### src/rtl/fifo_pkg.sv
// Shared helpers for the dual-clock Gray-pointer FIFO (write and read controllers).
// Gray/binary conversions work on a fixed wide operand; callers zero-extend
// their pointer into it and size-cast the result back to the pointer width.
package fifo_pkg;

  localparam int GW = 32;

  // Pointer width for a given address width: one extra wrap bit.
  function automatic int ptr_w(input int addr_w);
    return addr_w + 1;
  endfunction

  // Default geometry of the FIFO.
  localparam int ADDR_W_DEF = 4;
  localparam int PTR_W_DEF  = ptr_w(ADDR_W_DEF);

  function automatic logic [GW-1:0] bin2gray(input logic [GW-1:0] b);
    return b ^ (b >> 1);
  endfunction

  function automatic logic [GW-1:0] gray2bin(input logic [GW-1:0] g);
    logic [GW-1:0] b;
    b[GW-1] = g[GW-1];
    for (int i = GW-2; i >= 0; i--) b[i] = b[i+1] ^ g[i];
    return b;
  endfunction

endpackage

### src/rtl/wr_ctrl_sync.sv
// Multi-flop synchronizer for a Gray-coded bus crossing into the local clock.
module wr_ctrl_sync #(
  parameter int           W       = 5,
  parameter int           DLY     = 2,
  parameter logic [W-1:0] RST_VAL = '0
) (
  input  logic         clk,
  input  logic         rst_,
  input  logic [W-1:0] d,
  output logic [W-1:0] q
);

  logic [DLY-1:0][W-1:0] pipe;

  // Shift the asynchronous input through DLY flops; oldest stage is the output.
  always_ff @(posedge clk or negedge rst_) begin
    if (!rst_) pipe <= {DLY{RST_VAL}};
    else       pipe <= {pipe[DLY-2:0], d};
  end

  assign q = pipe[DLY-1];

endmodule

### src/rtl/wr_ctrl.sv
// Write-side controller of the dual-clock Gray-pointer FIFO (wr_clk domain).
// Optional feature macro: WR_CTRL_ALMOST_FULL_EN -- when defined, the
// almost_full comparator and register are built; otherwise almost_full is 0.
module wr_ctrl
  import fifo_pkg::*;
#(
  parameter int ADDR_W    = 4,
  parameter int SYNC_DLY  = 2,
  parameter int AF_THRESH = 12
) (
  input  logic              wr_clk,
  input  logic              rst_,
  input  logic              wr_req_,
  input  logic [ADDR_W:0]   rd_ptr_g,
  input  logic              ovf_clr,
  output logic              wr_en,
  output logic [ADDR_W:0]   wr_ptr_b,
  output logic [ADDR_W:0]   wr_ptr_g,
  output logic              full,
  output logic              almost_full,
  output logic [ADDR_W:0]   wr_level,
  output logic              overflow
);

  localparam int PW    = ptr_w(ADDR_W);
  localparam int DEPTH = 1 << ADDR_W;

  if (SYNC_DLY < 2 || AF_THRESH < 1 || AF_THRESH > DEPTH) begin : g_bad_param
    $error("wr_ctrl: SYNC_DLY must be >= 2 and AF_THRESH within 1..DEPTH");
  end

  logic [PW-1:0] rd_g_s;   // synchronized read pointer, Gray
  logic [PW-1:0] rd_b_s;   // synchronized read pointer, binary
  logic [PW-1:0] nxt;      // write pointer after this edge
  logic [PW-1:0] nxt_g;
  logic [PW-1:0] lvl;

  wr_ctrl_sync #(
    .W       (PW),
    .DLY     (SYNC_DLY),
    .RST_VAL ('0)
  ) wr_sync (
    .clk  (wr_clk),
    .rst_ (rst_),
    .d    (rd_ptr_g),
    .q    (rd_g_s)
  );

  // rst_ in the strobe keeps the memory quiet during an asynchronous reset.
  assign wr_en  = !wr_req_ && !full && rst_;
  assign nxt    = wr_ptr_b + {{(PW-1){1'b0}}, wr_en};
  assign nxt_g  = PW'(bin2gray(GW'(nxt)));
  assign rd_b_s = PW'(gray2bin(GW'(rd_g_s)));
  assign lvl    = nxt - rd_b_s;

  // Pointers, full, level and sticky overflow; Gray output comes from a flop.
  always_ff @(posedge wr_clk or negedge rst_) begin
    if (!rst_) begin
      wr_ptr_b <= '0;
      wr_ptr_g <= '0;
      full     <= 1'b0;
      wr_level <= '0;
      overflow <= 1'b0;
    end else begin
      wr_ptr_b <= nxt;
      wr_ptr_g <= nxt_g;
      full     <= (nxt[PW-1] != rd_b_s[PW-1]) &&
                  (nxt[PW-2:0] == rd_b_s[PW-2:0]);
      wr_level <= lvl;
      if (!wr_req_ && full) overflow <= 1'b1;
      else if (ovf_clr)     overflow <= 1'b0;
    end
  end

`ifdef WR_CTRL_ALMOST_FULL_EN
  // Almost-full registered from the same next-edge level as wr_level.
  always_ff @(posedge wr_clk or negedge rst_) begin
    if (!rst_) almost_full <= 1'b0;
    else       almost_full <= (lvl >= PW'(AF_THRESH));
  end
`else
  assign almost_full = 1'b0;
`endif

endmodule

### config.mk
export PLATFORM = sky130hd
export DESIGN_NAME = wr_ctrl
export DESIGN_NICKNAME = d
export VERILOG_FILES = /design/src/rtl/fifo_pkg.sv /design/src/rtl/wr_ctrl_sync.sv /design/src/rtl/wr_ctrl.sv
export SDC_FILE = /design/constraint.sdc
export NUM_CORES = 1
export LEC_CHECK = 0
export CORE_MARGIN = 5
export CORE_UTILIZATION = 46
export DETAILED_ROUTE_END_ITERATION = 7
export HOLD_SLACK_MARGIN = 0.06
export PLACE_DENSITY = 0.74
export SLEW_MARGIN = 10
export SYNTH_ARGS = -nofsm -noshare
export SYNTH_HDL_FRONTEND = slang
export SYNTH_SLANG_ARGS = --single-unit
### constraint.sdc
create_clock -name wr_clk -period 3.22 [get_ports wr_clk]
set_input_delay 0.644 -clock wr_clk [delete_from_list [all_inputs] [get_ports wr_clk]]
set_output_delay 0.644 -clock wr_clk [all_outputs]
set_load 0.05 [all_outputs]
---- Yosys cells after proc, flatten, opt, wreduce, memory -nomap -nowiden ----
Index checks and enable logic that the tools add are counted.
operators by class
  add/sub/neg operators ................... 2
  multiply operators ...................... 0
  divide/modulo/power cells ............... 0
  $lt $le $gt $ge ......................... 0
  equality and inequality tests ........... 2
  shift operators ......................... 0
  multiplexer cells ....................... 2
  bitwise gates (word level) .............. 5
  reductions and logical operators ........ 7
operator list
  cell                        count
  adder 5 x 1 -> 5 bit        1
  subtractor 5 bit            1
  bitwise XOR 5 x 4 -> 5 bit  1
  == test 4 bit               1
  logical AND 1 bit           4
  bitwise XOR 1 bit           4
  logical NOT 1 bit           2
  two-way mux 1 bit           2
  nonzero test 2 bit          1
  != test 1 bit               1
word-level totals
  bits in registers ....................... 27
  latch bits .............................. 0
  RAM bits ................................ 0
  ROM bits ................................ 0
  input port bits ......................... 9
  output and inout bits ................... 19
  word-level logic and storage cells ...... 25
  memories kept ........................... 0

---- Longest topological paths before layout ----
Gate-level depths: netlist of the first run.
  depth after elaboration ................. 6
  mapped depth ............................ 10
  gate-level depth less buffers ........... 10

---- Hierarchy ----
A second synthesis of the first run with hierarchy kept.
unflattened totals
  cell total of the unflattened synthesis .. 93
  area, all modules ....................... 1166.1 um2
modules (own cells, without submodules)
  module        instances  cells an instance  area an instance (um2)  sequential area each (um2)
  wr_ctrl       1          78                 878.3                   400.4
  wr_ctrl_sync  1          15                 287.8                   250.2

---- Worst setup path after synthesis of the first run ----
OpenSTA, ideal clock, no wires.
  path type ............................... reg-to-reg
  from .................................... register full
  to ...................................... register wr_level[4]
  library setup time ...................... 127 ps
  data arrival time ....................... 3707 ps
  data required time ...................... 3093 ps
  slack ................................... -614 ps
  stages on the path, launching flop included .. 11
  buffers on the path ..................... 0
  clock period less this slack ............ 3834 ps
  cells stage by stage .................... dfrtp_1 -> nor3b_1 -> ha_1 -> ha_1 -> xnor2_1 -> inv_1 -> ha_1 -> a21o_1 -> a31oi_1 -> maj3_1 -> xnor2_1
on the way
  cells in the longest elaborated chain, start to end .. 5
RTL lines
  what                             line           text
  start: declaration               wr_ctrl.sv:19  output logic full,
  start signal: assignment         wr_ctrl.sv:67  full <= (nxt[PW-1] != rd_b_s[PW-1]) &&
  logical NOT 1 bit                wr_ctrl.sv:50  assign wr_en = !wr_req_ && !full && rst_;
  logical AND 1 bit (2 in series)  wr_ctrl.sv:50
  net wr_en                        wr_ctrl.sv:16  output logic wr_en,
  adder 5 x 1 -> 5 bit             wr_ctrl.sv:51  assign nxt = wr_ptr_b + {{(PW-1){1'b0}}, wr_en};
  net nxt[2]                       wr_ctrl.sv:34  logic [PW-1:0] nxt;
  subtractor 5 bit                 wr_ctrl.sv:54  assign lvl = nxt - rd_b_s;
  net lvl[4]                       wr_ctrl.sv:36  logic [PW-1:0] lvl;
  end signal: assignment           wr_ctrl.sv:69  wr_level <= lvl;
  end: declaration                 wr_ctrl.sv:21  output logic [ADDR_W:0] wr_level,
The timed path passes the listed nets, and every way through them passes these cells.
A chain may end at the register's enable or synchronous reset.

---- Worst setup path after layout of the first run ----
  from .................................... input port wr_req_
  to ...................................... register wr_level[4]
on the way
  cells in the longest elaborated chain, start to end .. 5
RTL lines
  what                             line           text
  start: declaration               wr_ctrl.sv:13  input logic wr_req_,
  logical NOT 1 bit                wr_ctrl.sv:50
  logical AND 1 bit (2 in series)  wr_ctrl.sv:50
  adder 5 x 1 -> 5 bit             wr_ctrl.sv:51
  net nxt[2]                       wr_ctrl.sv:34
  subtractor 5 bit                 wr_ctrl.sv:54
  net lvl[4]                       wr_ctrl.sv:36
The timed path passes the listed nets, and every way through them passes these cells.

==> qor.yml, run 1 <==
filler_cell_count: 177
grt_antenna_before_repair: 0
viasPerCell: 4.61
slew_headroom_pct: 64.0
met1Wirelength_um: 653
post-cts-setup-buffers: 0
setup_viol: 0
drive_gt1_share_pct: 13.3
cp_data_required_time_ns: 3.43
register_area_um2: 651
count_of_max_cap_constraint_violations: 0
endpoint_class_of_the_critical_path: "flip-flop"
maximum_number_of_pins_on_one_net_before_global_route_repair: 27
run_status: "completed"
dr_total_vias: 613
post-synth-top-area-cell: "sky130_fd_sc_hd__dfrtp_1"
maxUsedRoutingLayer: "met4"
grt_usage_pct: 10.7
grt_pass1_vias: 630
post_layout_nets: 120
crit_path_max_fanout: 4
clock_tree.root_cell: "sky130_fd_sc_hd__clkbuf_4"
placementRows: 17
start_util_pct: 47.5
synth_area_leaders: "sky130_fd_sc_hd__dfrtp_1 (63%), sky130_fd_sc_hd__xnor2_1 (7.7%), sky130_fd_sc_hd__xor2_1 (6.8%)"
tritoncts: "done"
timing.critical_path.from_type: "input pin"
synthesized_nets: 88
worst_r2r_path_depth: 10
layout_worst_path_cycle_share_pct: 87.5
synthesis.instances: 74
multi_input_area_um2: 342
cts_hold_buffers: 0
ys_seq_elements: 26
cts_resized: 0
routed-wl-met3_um: 147
grt_setup_unrepaired: "no"
dr_wl_met2_um: 770
worst_hold_path.num_cells: 0
core-area_mm2: 0.00217
netlist-cell-type-count: 21
routed_wl_mm: 1.60
cp_data_arrival_time_ns: 3.03
clock_tree.buffer_depth: 2
mappedNetlistArea_mm2: 0.00103
clk_transition_reported_paths_ns: 0.13
dieWidth_um: 57.3
cts_made_buffers: 3
ios: 28
first_pass_grt_wire_length_mm: 2.67
drcViolationCount: 0
syn_avg_cell_area_um2: 13.9
buffer_ports.inserted: 26
final_common_cell: "sky130_fd_sc_hd__dfrtp_1"
clk-insertion-delay-late_ns: 0.32
count_of_yosys_warnings_during_synthesis: 0
routabilityCongestion: 0.767
worstMarginPinSlew_ns: 0.539
cts_max_level: 1
global_route.overflow_total: 0
critPathKind: "input pin to flip-flop"
detail_route.iter0.violations: 3
hold_violations: 0
detailedRoute.firstPassIterationCount: 2
setup_total_negative_slack_ns: 0
antenna_cells: 0
timing.final.crit_period_ns: 2.82
setup_clock_skew_after_layout_ns: 0.00601
final_antenna_net_count: 0
fp.dieArea_mm2: 0.00329
die_height_um: 57.3
hpwl_mm: 1.24
hold_class: "flip-flop to flip-flop"
synth_seq_area_share_pct: 63.2
wl_per_cell_um: 12.0
synth_top_area_share_pct: 63.2
fmax_mhz: 355
area_growth_pct: 36.9
cts.sinks: 26
final_report_max_slew_violation_count: 0
layout_common_cells: "sky130_fd_sc_hd__dfrtp_1 (26), sky130_fd_sc_hd__clkdlybuf4s50_1 (25), sky130_fd_sc_hd__xnor2_1 (9), sky130_fd_sc_hd__inv_1 (8), sky130_fd_sc_hd__xor2_1 (8)"
## sequential cells by signal, indices dropped and copies added (netlist names)
| name | flops |
|---|---|
| wr_ptr_b | 5 |
| wr_sync.pipe | 5 |
| full | 1 |
| wr_level | 5 |
| wr_ptr_g | 4 |
| wr_sync.q | 5 |
| overflow | 1 |
## final cells by class
class | count | area share, %
repair buffers | 30 | 21.3
flip-flops and latches | 26 | 46.1
clock inverters | 1 | 2.13
well taps | 28 | 2.48
clock buffers | 3 | 1.60
inverters | 8 | 2.13
multi-input cells | 37 | 24.2
## per-stage QoR
stage	std cells	worst slack, ns	hold slack, ns	cell area, µm²	util (%)
final	133	0.403	0.366	1410	65.0
after global routing	133	0.244	0.378	1410	65.0
after CTS	133	0.375	0.368	1410	65.0
after detailed placement	129	0.0449	0.338	1360	62.6
after global placement	129	0.0941	0.333	1360	62.6
after floorplan	74	0.160	0.331	1040	-
## cells in the mapped netlist
library cell,count
sky130_fd_sc_hd__maj3_2,1
sky130_fd_sc_hd__ha_1,5
sky130_fd_sc_hd__o22ai_1,1
sky130_fd_sc_hd__nand3_1,2
sky130_fd_sc_hd__xnor2_2,1
sky130_fd_sc_hd__xnor2_1,9
sky130_fd_sc_hd__clkbuf_1,1
sky130_fd_sc_hd__conb_1,1
sky130_fd_sc_hd__a21o_1,1
sky130_fd_sc_hd__inv_1,8
sky130_fd_sc_hd__a21oi_1,1
sky130_fd_sc_hd__maj3_1,1
sky130_fd_sc_hd__a31oi_1,1
sky130_fd_sc_hd__nor4_1,1
sky130_fd_sc_hd__nor3b_1,1
sky130_fd_sc_hd__nand2_1,1
sky130_fd_sc_hd__xor2_2,1
sky130_fd_sc_hd__buf_4,2
sky130_fd_sc_hd__dfrtp_1,26
sky130_fd_sc_hd__a21oi_2,1
sky130_fd_sc_hd__xor2_1,8
## cells by family after synthesis
kind of cell	after synthesis	share of synthesized area (%)
other cells	1	0.364
buf+inv	11	4.74
xor+xnor	19	17.6
simple gates	5	2.67
flops	26	63.2
fa+ha+maj	7	8.14
compound gates	5	3.28
## worst max-delay path: stages
cell	delay, ns
sky130_fd_sc_hd__clkdlybuf4s50_1	0.52
sky130_fd_sc_hd__nor3b_4	0.06
sky130_fd_sc_hd__ha_1	0.22
sky130_fd_sc_hd__ha_1	0.21
sky130_fd_sc_hd__xnor2_1	0.21
sky130_fd_sc_hd__inv_1	0.11
sky130_fd_sc_hd__ha_1	0.37
sky130_fd_sc_hd__a21o_1	0.14
sky130_fd_sc_hd__a31oi_1	0.04
sky130_fd_sc_hd__maj3_1	0.38
sky130_fd_sc_hd__xnor2_1	0.13
## path summary, 6_finish.rpt
check | start | end | slack (ns)
worst max-delay path | wr_req_ | wr_level[4] | 0.40
min in group asynchronous | rst_ | wr_ptr_g[1] | 0.70
worst min register to register | wr_sync.pipe[1] | wr_sync.q[1] | 0.37
worst max register to register | full | wr_level[4] | 0.74
max in group asynchronous | rst_ | wr_sync.q[4] | 2.29
worst min-delay path | wr_sync.pipe[1] | wr_sync.q[1] | 0.37
## per-layer routing
layer	vias up	global-route usage, %
met5	-	0
met3	3	2.71
met4	0	4.97
met1	294	11.1
li1	289	-
met2	27	19.9
Power of run 1 is left out: the tool's default activity adds up to more than one toggle a clock period on the data nets, which glitch-free logic cannot reach.
==> inputs of run 2 (changes only) <==
--- a/config.mk
+++ b/config.mk
@@ -7,6 +7,7 @@
 export LEC_CHECK = 0
 export CORE_MARGIN = 5
 export CORE_UTILIZATION = 46
+export CTS_CLUSTER_DIAMETER = 80
 export DETAILED_ROUTE_END_ITERATION = 7
 export HOLD_SLACK_MARGIN = 0.06
 export PLACE_DENSITY = 0.74
==> results of run 2 <==
Same layout as run 1: the final DEF is identical, and so are final timing and power.
Power of run 2 is left out for the same reason.
